File: config.mk
export PLATFORM = sky130hd
export DESIGN_NAME = pc_unit_ras_flat
export DESIGN_NICKNAME = d
export VERILOG_FILES = /design/src/rtl/pc_unit_ras_if.sv /design/src/rtl/pc_unit_ras.sv /design/src/flat_wrapper.sv
export SDC_FILE = /design/constraint.sdc
export NUM_CORES = 1
export LEC_CHECK = 0
export BUFFER_PORTS_ARGS = -buffer_cell sky130_fd_sc_hd__buf_2
export CAP_MARGIN = 20
export CORE_ASPECT_RATIO = 0.7
export CORE_MARGIN = 2
export CORE_UTILIZATION = 40
export CTS_CLUSTER_SIZE = 16
export DETAILED_ROUTE_END_ITERATION = 7
export PLACE_DENSITY = 0.71
export SLEW_MARGIN = 20
export SYNTH_ARGS = -nofsm -noshare
export SYNTH_HDL_FRONTEND = slang
export SYNTH_SLANG_ARGS = --single-unit
File: constraint.sdc
create_clock -name clk -period 3.7 [get_ports clk]
set_clock_uncertainty 0.2 [all_clocks]
set_input_delay 0 -clock clk [delete_from_list [all_inputs] [get_ports clk]]
set_output_delay 0 -clock clk [all_outputs]
set_load 0.02 [all_outputs]
File: src/rtl/pc_unit_ras_if.sv
`default_nettype none
// ============================================================================
// Module   : pc_unit_ras_if
// Brief    : Control/branch inputs and PC/RAS status outputs of pc_unit_ras.
// Revision : 1.0
// ============================================================================
interface pc_unit_ras_if #(
    parameter int ADDR_W = 64
);
    logic              stall;
    logic              redirect;
    logic [ADDR_W-1:0] redirect_addr;
    logic              take_branch;
    logic [1:0]        br_kind;
    logic              link;
    logic [31:0]       instruction;
    logic [ADDR_W-1:0] branch_pc;
    logic [ADDR_W-1:0] reg_target;
    logic [ADDR_W-1:0] pc;
    logic [ADDR_W-1:0] pc_plus4;
    logic [ADDR_W-1:0] branch_target;
    logic              ras_empty;
    logic              ras_overflow;

    // Drives the PC unit (hazard unit / decode / later stages).
    modport master (
        output stall, redirect, redirect_addr, take_branch, br_kind, link,
               instruction, branch_pc, reg_target,
        input  pc, pc_plus4, branch_target, ras_empty, ras_overflow
    );

    // The PC unit itself.
    modport slave (
        input  stall, redirect, redirect_addr, take_branch, br_kind, link,
               instruction, branch_pc, reg_target,
        output pc, pc_plus4, branch_target, ras_empty, ras_overflow
    );
endinterface
`default_nettype wire

File: src/rtl/pc_unit_ras.sv
`default_nettype none
// ============================================================================
// Module   : pc_unit_ras
// Brief    : Fetch program counter with branch/redirect selection, stall
//            control and a circular return-address stack for BL/RET.
// Revision : 1.0
// ============================================================================
module pc_unit_ras #(
    parameter int                ADDR_W     = 64,
    parameter logic [ADDR_W-1:0] RESET_ADDR = '0,
    parameter int                RAS_DEPTH  = 4
) (
    input  wire logic     clk,
    input  wire logic     rst,
    pc_unit_ras_if.slave  bus
);

    localparam int PTR_W = $clog2(RAS_DEPTH);
    localparam int CNT_W = PTR_W + 1;
    localparam logic [CNT_W-1:0]  FULL_CNT = CNT_W'(RAS_DEPTH);
    localparam logic [ADDR_W-1:0] FOUR     = ADDR_W'(4);

    localparam logic [1:0] KIND_IMM26 = 2'b00;
    localparam logic [1:0] KIND_IMM19 = 2'b01;
    localparam logic [1:0] KIND_REG   = 2'b10;
    localparam logic [1:0] KIND_RET   = 2'b11;

    logic [ADDR_W-1:0] pc_q;
    logic [ADDR_W-1:0] ras_mem [RAS_DEPTH];
    logic [PTR_W-1:0]  ptr_q;
    logic [CNT_W-1:0]  cnt_q;
    logic              empty_q;
    logic              ovf_q;

    logic [ADDR_W-1:0] imm26;
    logic [ADDR_W-1:0] imm19;
    logic [ADDR_W-1:0] offset;
    logic [ADDR_W-1:0] target;
    logic [ADDR_W-1:0] seq_pc;
    logic [ADDR_W-1:0] ret_addr;
    logic [ADDR_W-1:0] ras_top;
    logic [PTR_W-1:0]  top_ptr;
    logic              advance;
    logic              ras_full;
    logic              ras_has;
    logic              do_push;
    logic              do_pop;
    logic [ADDR_W-1:0] next_pc;
    logic              unused_instr_bits;

    // Word offsets: sign-extend the field, then scale by 4.
    assign imm26  = {{(ADDR_W-28){bus.instruction[25]}}, bus.instruction[25:0], 2'b00};
    assign imm19  = {{(ADDR_W-21){bus.instruction[23]}}, bus.instruction[23:5], 2'b00};
    assign offset = (bus.br_kind == KIND_IMM19) ? imm19 : imm26;
    assign target = bus.branch_pc + offset;
    assign seq_pc = pc_q + FOUR;

    assign ret_addr = bus.branch_pc + FOUR;
    assign top_ptr  = ptr_q - PTR_W'(1);
    assign ras_top  = ras_mem[top_ptr];
    assign ras_full = (cnt_q == FULL_CNT);
    assign ras_has  = (cnt_q != '0);

    assign unused_instr_bits = ^bus.instruction[31:26];

    assign advance = !bus.stall && !bus.redirect;
    assign do_push = advance && bus.take_branch && bus.link && (bus.br_kind == KIND_IMM26);
    assign do_pop  = advance && bus.take_branch && (bus.br_kind == KIND_RET) && ras_has;

    always_comb begin
        next_pc = seq_pc;
        if (bus.redirect) begin
            next_pc = bus.redirect_addr;
        end else if (bus.stall) begin
            next_pc = pc_q;
        end else if (bus.take_branch) begin
            case (bus.br_kind)
                KIND_IMM26,
                KIND_IMM19: next_pc = target;
                KIND_REG:   next_pc = bus.reg_target;
                default:    next_pc = ras_has ? ras_top : bus.reg_target;
            endcase
        end
    end

    always_ff @(posedge clk) begin
        if (rst) begin
            pc_q    <= RESET_ADDR;
            ptr_q   <= '0;
            cnt_q   <= '0;
            empty_q <= 1'b1;
            ovf_q   <= 1'b0;
            for (int i = 0; i < RAS_DEPTH; i++) begin
                ras_mem[i] <= '0;
            end
        end else begin
            pc_q <= next_pc;
            if (do_push) begin
                // When full, ptr_q already addresses the oldest entry.
                ras_mem[ptr_q] <= ret_addr;
                ptr_q          <= ptr_q + PTR_W'(1);
                empty_q        <= 1'b0;
                if (ras_full) begin
                    ovf_q <= 1'b1;
                end else begin
                    cnt_q <= cnt_q + CNT_W'(1);
                end
            end else if (do_pop) begin
                ptr_q   <= top_ptr;
                cnt_q   <= cnt_q - CNT_W'(1);
                empty_q <= (cnt_q == CNT_W'(1));
            end
        end
    end

    assign bus.pc            = pc_q;
    assign bus.pc_plus4      = seq_pc;
    assign bus.branch_target = target;
    assign bus.ras_empty     = empty_q;
    assign bus.ras_overflow  = ovf_q;

endmodule
`default_nettype wire

File: src/flat_wrapper.sv
// flat-port wrapper written by rule: the top's interface ports become plain ports
module pc_unit_ras_flat 
#(
    parameter int                ADDR_W     = 64,
    parameter logic [ADDR_W-1:0] RESET_ADDR = '0,
    parameter int                RAS_DEPTH  = 4
)
  (clk, rst, bus_stall, bus_redirect, bus_redirect_addr, bus_take_branch, bus_br_kind, bus_link, bus_instruction, bus_branch_pc, bus_reg_target, bus_pc, bus_pc_plus4, bus_branch_target, bus_ras_empty, bus_ras_overflow);
  pc_unit_ras_if #(.ADDR_W(ADDR_W)) bus_i ();
  input  wire logic clk;
  input  wire logic rst;
  input wire logic [$bits(bus_i.stall)-1:0] bus_stall;
  input wire logic [$bits(bus_i.redirect)-1:0] bus_redirect;
  input wire logic [$bits(bus_i.redirect_addr)-1:0] bus_redirect_addr;
  input wire logic [$bits(bus_i.take_branch)-1:0] bus_take_branch;
  input wire logic [$bits(bus_i.br_kind)-1:0] bus_br_kind;
  input wire logic [$bits(bus_i.link)-1:0] bus_link;
  input wire logic [$bits(bus_i.instruction)-1:0] bus_instruction;
  input wire logic [$bits(bus_i.branch_pc)-1:0] bus_branch_pc;
  input wire logic [$bits(bus_i.reg_target)-1:0] bus_reg_target;
  output wire logic [$bits(bus_i.pc)-1:0] bus_pc;
  output wire logic [$bits(bus_i.pc_plus4)-1:0] bus_pc_plus4;
  output wire logic [$bits(bus_i.branch_target)-1:0] bus_branch_target;
  output wire logic [$bits(bus_i.ras_empty)-1:0] bus_ras_empty;
  output wire logic [$bits(bus_i.ras_overflow)-1:0] bus_ras_overflow;
  assign bus_i.stall = bus_stall;
  assign bus_i.redirect = bus_redirect;
  assign bus_i.redirect_addr = bus_redirect_addr;
  assign bus_i.take_branch = bus_take_branch;
  assign bus_i.br_kind = bus_br_kind;
  assign bus_i.link = bus_link;
  assign bus_i.instruction = bus_instruction;
  assign bus_i.branch_pc = bus_branch_pc;
  assign bus_i.reg_target = bus_reg_target;
  assign bus_pc = bus_i.pc;
  assign bus_pc_plus4 = bus_i.pc_plus4;
  assign bus_branch_target = bus_i.branch_target;
  assign bus_ras_empty = bus_i.ras_empty;
  assign bus_ras_overflow = bus_i.ras_overflow;
  pc_unit_ras #(.ADDR_W(ADDR_W), .RESET_ADDR(RESET_ADDR), .RAS_DEPTH(RAS_DEPTH)) u_core (.clk(clk), .rst(rst), .bus(bus_i));
endmodule
# [After elaboration in Yosys (flattened, before gate mapping)]
# Memory sizes are Yosys's and may differ from the RTL's.
# Cells that the tools add are included.
[classes] addsub=7 mul=0 n_div=0 magnitude_cmp=0 n_eq_ne=7 shift=0 muxes=21 bitwise_logic=0 n_reduce_logical=15
[op_table] op="$mux W64" count=6
[op_table] op="$add A64 B3 Y64 const B" count=2
[op_table] op="$pmux W64 S2" count=1
[op_table] op="$add A64 B64 Y64" count=1
[op_table] op="$reduce_or A64 Y1" count=1
[op_table] op="$mux W3" count=3
[op_table] op="$mux W1" count=8
[op_table] op="$logic_and A1 B1 Y1" count=6
[op_table] op="$mux W2" count=3
[op_table] op="$eq A2 B2 Y1 const B" count=2
[op_table] op="$reduce_and A2 Y1" count=2
[op_table] op="$add A3 B1 Y3 const B" count=1
[op_table] op="$eq A3 B1 Y1 const B" count=1
[op_table] op="$eq A3 B3 Y1 const B" count=1
[op_table] op="$reduce_bool A3 Y1" count=1
[op_table] op="$sub A3 B1 Y3 const B" count=1
[op_table] op="$add A2 B1 Y2 const B" count=1
[op_table] op="$eq A2 B1 Y1 const B" count=1
[op_table] op="$logic_not A1 Y1" count=2
[op_table] op="$logic_not A2 Y1" count=1
[op_table] op="$ne A2 B1 Y1 const B" count=1
[op_table] op="$ne A2 B2 Y1 const B" count=1
[op_table] op="$reduce_bool A2 Y1" count=1
[op_table] op="$reduce_or A2 Y1" count=1
[op_table] op="$sub A2 B1 Y2 const B" count=1
[word_totals] register_bits=71 latch_bits=0 ramBits=256 rom_bits=0 out_inout_bits=194 memories=1
[mem_list] name="u_core.ras_mem" depth=4 word_bits=64 read_ports=1 rd_ports_with_merged_regs=0 wr=4 line_no="pc_unit_ras.sv:29" source="logic [ADDR_W-1:0] ras_mem [RAS_DEPTH];"

# [Depth between registers and ports, before layout]
# Gate-level depths: netlist of run 1.
[logic_depth] ltp_word=10 mapped_depth=17 ltp_nobuf=16

# [Worst setup path after synthesis of run 1]
# OpenSTA, ideal clock, no wires.
[synth_path] path_kind="flip-flop to flip-flop" start="register u_core.ptr_q[0]" end="memory u_core.ras_mem[2][0], enable pin" arrival_ps=3171 slack_ps=-359 stages_incl_launch_ff=9 path_buffers=5 synth_period_minus_slack_ps=4059 path_cell_list="dfxtp_1 -> clkbuf_1 -> buf_2 -> buf_2 -> nand2b_1 -> or2_2 -> clkbuf_1 -> buf_1 -> nand2_1"
[synth_lines] item="start, declared" line_no="pc_unit_ras.sv:30" source="logic [PTR_W-1:0] ptr_q;"
[synth_lines] item="start signal, assigned" line_no="pc_unit_ras.sv:101" source="ptr_q <= ptr_q + PTR_W'(1);"
[synth_lines] item="start signal, assigned" line_no="pc_unit_ras.sv:109" source="ptr_q <= top_ptr;"
[synth_lines] item="end, declared" line_no="pc_unit_ras.sv:29"

# [Worst setup path in the final report of run 1]
[layout_path] start="input port bus_br_kind[1]" end="output port bus_branch_target[29]"
[layout_via] elab_chain_len=3
[layout_lines] item="start, declared" line_no="flat_wrapper.sv:16" source="input wire logic [$bits(bus_i.br_kind)-1:0] bus_br_kind;"
[layout_lines] item="$eq A2 B1 Y1" line_no="pc_unit_ras.sv:54" source="assign offset = (bus.br_kind == KIND_IMM19) ? imm19 : imm26;"
[layout_lines] item="$mux W64" line_no="pc_unit_ras.sv:54"
[layout_lines] item="$add A64 B64 Y64" line_no="pc_unit_ras.sv:55" source="assign target = bus.branch_pc + offset;"
[layout_lines] item="end, declared" line_no="flat_wrapper.sv:23" source="output wire logic [$bits(bus_i.branch_target)-1:0] bus_branch_target;"
# No other way between the ends.

==> results of run 1 <==
-- tightest hold or removal path: cells and delay by family --
kind | cells | cell delay (ns)
buffers and inverters | 2 | 0.65
and+or+nand+nor | 2 | 0.12
-- layout make-up --
class / instances / area [um^2]
Antenna cell: 8 / 20.02
Clock buffer: 44 / 973.4
Fill cell: 4670 / 21870
Tap cell: 730 / 913.4
Timing Repair Buffer: 1052 / 7699
Inverter: 60 / 237.7
Clock inverter: 20 / 251.5
Multi-Input combinational cell: 1805 / 12580
Sequential cell: 327 / 9114
-- path summary, 6_finish.rpt --
check	from	to	slack [ns]	cells past startpoint
worst max-delay path	bus_br_kind[1]	bus_branch_target[29]	-0.02	19
worst min-delay path	bus_redirect_addr[15]	u_core.bus.pc[15]$_SDFFE_PP0P_	0.02	4
worst max register to register	u_core.cnt_q[0]$_SDFFE_PP0P_	u_core.bus.pc[0]$_SDFFE_PP0P_	0.10	11
worst min register to register	u_core.cnt_q[1]$_SDFFE_PP0P_	u_core.cnt_q[1]$_SDFFE_PP0P_	0.34	2
-- power groups by stage --
stage	combinational, uW	sequential, uW	clock, uW
6_report	4400	4250	3820
5_1_grt	4570	4260	3960
4_1_cts	4100	4240	3810
3_5_place_dp	3730	4320	0
3_3_place_gp	3730	4300	0
2_1_floorplan	1640	4350	0
-- routing by layer --
metal | vias up | wire length [um]
li1 | 10360 | -
met5 | - | 26
met1 | 11540 | 43580
met2 | 1663 | 43130
met3 | 253 | 13840
met4 | 4 | 3755
-- cell families (layout without fill, tap and decap cells) --
group | count (synthesis) | in the layout | synth area share, %
buf+inv | 205 | 1176 | 3.698
other cells | 0 | 8 | 0
flops | 327 | 327 | 42.00
compound gates | 472 | 472 | 14.13
mux | 104 | 104 | 8.607
fa+ha+maj | 74 | 74 | 4.303
simple gates | 972 | 972 | 19.88
xor+xnor | 183 | 183 | 7.390
-- registers in the layout, indices dropped and copies added, names as in the netlist --
| register | cells |
|---|---|
| u_core.ras_mem | 256 |
| u_core.bus.ras_overflow | 1 |
| u_core.bus.pc | 64 |
| u_core.bus.ras_empty | 1 |
| u_core.cnt_q | 3 |
| u_core.ptr_q | 2 |
-- through the flow --
| step | std cells | power, uW |
|---|---|---|
| after floorplan | 2337 | 5986 |
| after global placement | 3723 | 8036 |
| after detailed placement | 3723 | 8048 |
| after CTS | 4031 | 12150 |
| after global routing | 4046 | 12780 |
| final | 4046 | 12460 |
-- timing repair --
action | in CTS | in global routing
gates cloned | 3 | 0
resized for setup | 75 | 113
setup buffers | 17 | 10
pin swaps | 28 | 43
endpoints found under the hold margin | 326 | 3
hold buffers | 224 | 3
endpoints found under the setup margin | 43 | 77
-- placed cells by master, fill, tap and decap left out, drive strengths merged, types with 11 or more instances in the layout --
master	n
and3	57
nand4	32
a221o	12
o211ai	19
o21ai	97
nand3	97
nand2	314
a31oi	24
o221ai	14
edfxtp	256
a211oi	12
and2	18
o22ai	15
dlygate4sd3	223
clkbuf	45
nor2	353
o21bai	11
inv	62
mux4	64
dfxtp	71
clkinv	12
buf	826
xnor2	108
ha	73
xor2	75
mux2i	20
mux2	20
nor3	37
a21oi	157
a21o	32
==> impl_metrics.ini, run 1 <==
[status]
outcome = finished with violations
violations = negative setup slack

[global_route]
grt.total_usage_pct = 35.88
grtUsageMet1_pct = 52.67
grt.overflow.total = 0
grt_use_met3_pct = 9.490
grt_pass1_vias = 22160
busiest_layer = met1
antenna_found_initial = 11
grt_pass1_wl_um = 147000
use_met2_pct = 50.87
grt_max_degree = 76

[timing]
tns_ns = -0.03189
fin_crit_sh_pct = 100.5
rsz0062_at_grt = yes
finalWorstSetupSlack_ns = -0.02027
finalCriticalPeriod_ns = 3.720
max_slew_margin_pct = 41.84
timing.hold.ws_ns = 0.02144
setup_viol = 2
worstMarginPinSlew_ns = 0.8725
max_freq_mhz = 268.8
maxSlewViolCount = 0
hold_viol = 0

[critical_path]
start_kind = primary input
cpMostUsedCell = buf_4
crit_fanout = 7
end_kind = output pin
arrival_ns = 3.52
critPathSlowestCell = a221o_1
crit_family = buffers and inverters
worstPathRequired_ns = 3.50
critPathMaxStageDelay_ns = 0.36
crit_buf_inv = 9
path_class = primary input to output pin
crit_chain = buf_12, clkinv_8, nand2_8, buf_12, buf_8, mux2_4, ha_4, and3_4, and2_4, a221o_1, buf_4, o2111ai_4, nand2_1, a21oi_2, buf_4, xnor2_1, buf_4, buf_4, buf_2

[routing]
vias = 23830
first_pass_iters = 8
via_per_inst = 5.889
wl_per_cell_um = 25.79
final_antenna_net_count = 0
routed_wl_um = 104300
drc = 0
drtIter0Drc = 3387

[cts]
htree_levels = 2
cts.sinks = 327
path_clk_slew_ns = 0.06
cts_tree = yes
insertion_delay_ns = 0.58
cts_max_path_buffers = 3
numCtsBuffers = 37
cts_root_buf = clkbuf_16

[power]
p_comb_share_pct = 35.3
clockPowerShare_pct = 30.7
irDropWorstVdd_v = 0.0003935
leakage_uw = 0.01356
switching_power_uw = 4262
pwr_density_cell_nw_per_um2 = 392.0
power_switching_share_pct = 34.20
internal_power_uw = 8201
p_seq_share_pct = 34.1

[logic_synthesis]
synth_largest_area_cell = edfxtp_1
synth.most_common_cell = nor2_1
yosysSeqAreaShare_pct = 42.00
yosysTopAreaCellShare_pct = 35.44
ys_top_cells_by_area = edfxtp_1, mux4_2, dfxtp_1, nor2_1, nand2_1
netlist_area_um2 = 21690
syn_nets = 2643
synth_warnings = 0
yosys_register_bits = 327
syn_inst = 2337
yosys-top-cells-count = nor2_1, nand2_1, edfxtp_1
syn_avg_cell_area_um2 = 9.281
synth_edf_count = 256
synth.distinct_cells = 79
synthArstFlopShare_pct = 0
ys.flop_type = edfxtp_1

[floorplanning]
die_w_um = 282.3
die_h_um = 198.8
die-area_um2 = 56130
start_util_pct = 40.42
io_pins = 426
coreArea_um2 = 53660
rows = 71

[placed_design]
hpwl_um = 77290
pre_cts_ws_ns = -0.7349
place_congestion = 1.034
port_buffers = 419
post_dp_cell_area_um2 = 27140

[cells_and_area]
syn_to_final_growth_pct = 46.57
fin_util_pct = 59.25
stdcell_area_um2 = 31790
drive_above_1_share_pct = 33.49
finalNetCount = 3589

[min_path]
hold_class = primary input to flip-flop

[job]
cap_violations = 0
Note: power is estimated with default switching activity, not from simulation.
==> run 2, diff against run 1 <==
--- a/config.mk
+++ b/config.mk
@@ -13,6 +13,7 @@
 export CTS_CLUSTER_SIZE = 16
 export DETAILED_ROUTE_END_ITERATION = 7
 export PLACE_DENSITY = 0.71
+export SETUP_SLACK_MARGIN = 0.1
 export SLEW_MARGIN = 20
 export SYNTH_ARGS = -nofsm -noshare
 export SYNTH_HDL_FRONTEND = slang
==> constraint.sdc (replaced) <==
create_clock -name clk -period 3.7 [get_ports clk]
set_clock_uncertainty 0.2 [all_clocks]
set_input_delay 0.185 -clock clk [delete_from_list [all_inputs] [get_ports clk]]
set_output_delay 0.185 -clock clk [all_outputs]
set_load 0.02 [all_outputs]
==> run 2 against run 1 <==
  * The run ends with negative hold slack, negative setup slack left
  * Die area unchanged
  * Core utilization about the same
  * Fmax decreased by 7.3%
  * Worst hold slack got worse by 0.043 ns
  * Critical path depth unchanged
  * Critical path type unchanged
  * Highest routed layer unchanged
==> impl_metrics.ini, run 2 (synthesis results as in run 1) <==
[status]
outcome = finished with violations
violations = negative hold slack, negative setup slack

[power]
internal_power_uw = 8253
pwr_density_cell_nw_per_um2 = 396.4
leakage_uw = 0.01348
irDropWorstVdd_v = 0.0003503
clockPowerShare_pct = 29.4
p_seq_share_pct = 33.7
p_comb_share_pct = 36.9
power_switching_share_pct = 34.54
switching_power_uw = 4355

[cells_and_area]
stdcell_area_um2 = 31810
drive_above_1_share_pct = 36.93
final_common_cell = buf_4
regArea_um2 = 9121
regMostFlops = u_core.ras_mem
final_cell_mix = buf_4, buf_2, nor2_1
n_fill_cell = 4624
finalNetCount = 3530
largest_register_ffs = 256
multi_input_area_um2 = 13160
fin_util_pct = 59.28
syn_to_final_growth_pct = 46.65

[critical_path]
arrival_ns = 3.63
end_kind = output pin
start_kind = primary input
worstPathRequired_ns = 3.31
crit_fanout = 7
path_class = primary input to output pin

[floorplanning]
die-area_um2 = 56130
die_h_um = 198.8
start_util_pct = 40.42
coreArea_um2 = 53660
die_w_um = 282.3
rows = 71
io_pins = 426

[global_route]
grt_use_met3_pct = 8.586
grt_max_degree = 76
grt_pass1_wl_um = 145600
grt.overflow.total = 0
use_met2_pct = 49.72
grt_pass1_vias = 21560
busiest_layer = met1
grt.total_usage_pct = 35.40
grtUsageMet1_pct = 53.71
antenna_found_initial = 15

[timing]
setup_viol = 20
timing.hold.ws_ns = -0.02115
max_slew_margin_pct = 34.70
hold_viol = 1
finalCriticalPeriod_ns = 4.014
finalWorstSetupSlack_ns = -0.3137
maxSlewViolCount = 0
worstMarginPinSlew_ns = 0.9759
fin_crit_sh_pct = 108.5
max_freq_mhz = 249.1
rsz0062_at_grt = yes

[routing]
drtIter0Drc = 3180
vias = 23370
routed_wl_um = 103200
via_per_inst = 5.858
wl_per_cell_um = 25.86
final_antenna_net_count = 0
first_pass_iters = 6
drc = 0

[placed_design]
pre_cts_ws_ns = -0.7456
hpwl_um = 77630
post_dp_cell_area_um2 = 27330
port_buffers = 419
place_congestion = 1.022

[cts]
cts_tree = yes
numCtsBuffers = 36
cts_root_buf = clkbuf_16
path_clk_slew_ns = 0.06
htree_levels = 2
cts.sinks = 327
insertion_delay_ns = 0.57
cts_max_path_buffers = 3

[min_path]
hold_class = primary input to flip-flop

[job]
cap_violations = 0
==> run 2: cell types whose count changed in the layout (fill, tap and decap cells not counted), moves of 9 or more <==
cell	previous run	this run
buf_4	399	417
buf_2	403	378
xnor2_2	8	19
a21oi_2	14	23
dlygate4sd3_1	223	137
ha_4	14	27
xnor2_1	99	83
ha_1	57	46
a21oi_1	139	129
buf_6	11	47
==> run 2: layer usage <==
layer,share of wire [%],vias to the layer above
met5,0.014,-
met2,41,1586
met4,2.8,2
met1,43,11330
li1,-,10250
met3,13,201
==> run 2: path summary, 6_finish.rpt <==
| path | cells after the start | startpoint | slack (ns) | to |
|---|---|---|---|---|
| worst min-delay path | 5 | bus_reg_target[44] | -0.02 | u_core.bus.pc[44]$_SDFFE_PP0P_ |
| worst min register to register | 2 | u_core.bus.ras_empty$_SDFFE_PP1P_ | 0.29 | u_core.bus.ras_empty$_SDFFE_PP1P_ |
| worst max register to register | 6 | u_core.ptr_q[1]$_SDFFE_PP0P_ | 0.29 | u_core.bus.pc[40]$_SDFFE_PP0P_ |
| worst max-delay path | 19 | bus_br_kind[1] | -0.31 | bus_branch_target[62] |
==> run 2: layout make-up <==
type / instances / area share (%)
timing repair buffer: 993 / 22.54
tap: 730 / 2.872
sequential: 327 / 28.68
clock inverter: 23 / 0.8143
inverter: 60 / 0.7592
antenna: 10 / 0.07868
clock buffer: 40 / 2.880
multi-input combinational: 1806 / 41.38
==> run 2: critical path: stages <==
cell and delay [ns]:
buf_12 0.12, inv_16 0.06, nand2_8 0.08, mux2_4 0.22, ha_4 0.13, inv_2 0.03
fa_2 0.34, and2b_2 0.25, o2111ai_2 0.12, a21o_1 0.23, a211oi_4 0.29, a21oi_2 0.12
o31a_1 0.41, buf_4 0.19, buf_6 0.12, nor2_4 0.08, a21oi_2 0.08, xnor2_2 0.33
buf_4 0.22
==> run 2: power by group through the flow <==
| stage | clock, uW | sequential (uW) | combinational [uW] |
|---|---|---|---|
| 3_3_place_gp | 0 | 4300 | 3770 |
| 6_report | 3710 | 4250 | 4650 |
| 2_1_floorplan | 0 | 4350 | 1660 |
| 5_1_grt | 3860 | 4260 | 4820 |
| 4_1_cts | 3730 | 4240 | 4270 |
| 3_5_place_dp | 0 | 4320 | 3780 |
==> run 2: what timing repair did <==
action                     4_1_cts  5_1_grt
hold endpoints to repair       192        0
pin swaps                       69       48
setup buffers                   26       21
resized for setup              194      122
hold buffers                   139        0
gates cloned                     2        0
setup endpoints to repair       80       80
==> run 2: per-stage QoR <==
| step | setup TNS, ns | instances | power [uW] | hold WS [ns] |
|---|---|---|---|---|
| 2_1_floorplan | -0.1637 | 2337 | 6010 | 0.09204 |
| 3_3_place_gp | -33.42 | 3732 | 8072 | 0.2096 |
| 3_5_place_dp | -37.05 | 3732 | 8094 | 0.2180 |
| 4_1_cts | -2.005 | 3962 | 12240 | 0.0006763 |
| 5_1_grt | -5.214 | 3989 | 12950 | 0.01536 |
| 6_report | -3.327 | 3989 | 12610 | -0.02115 |
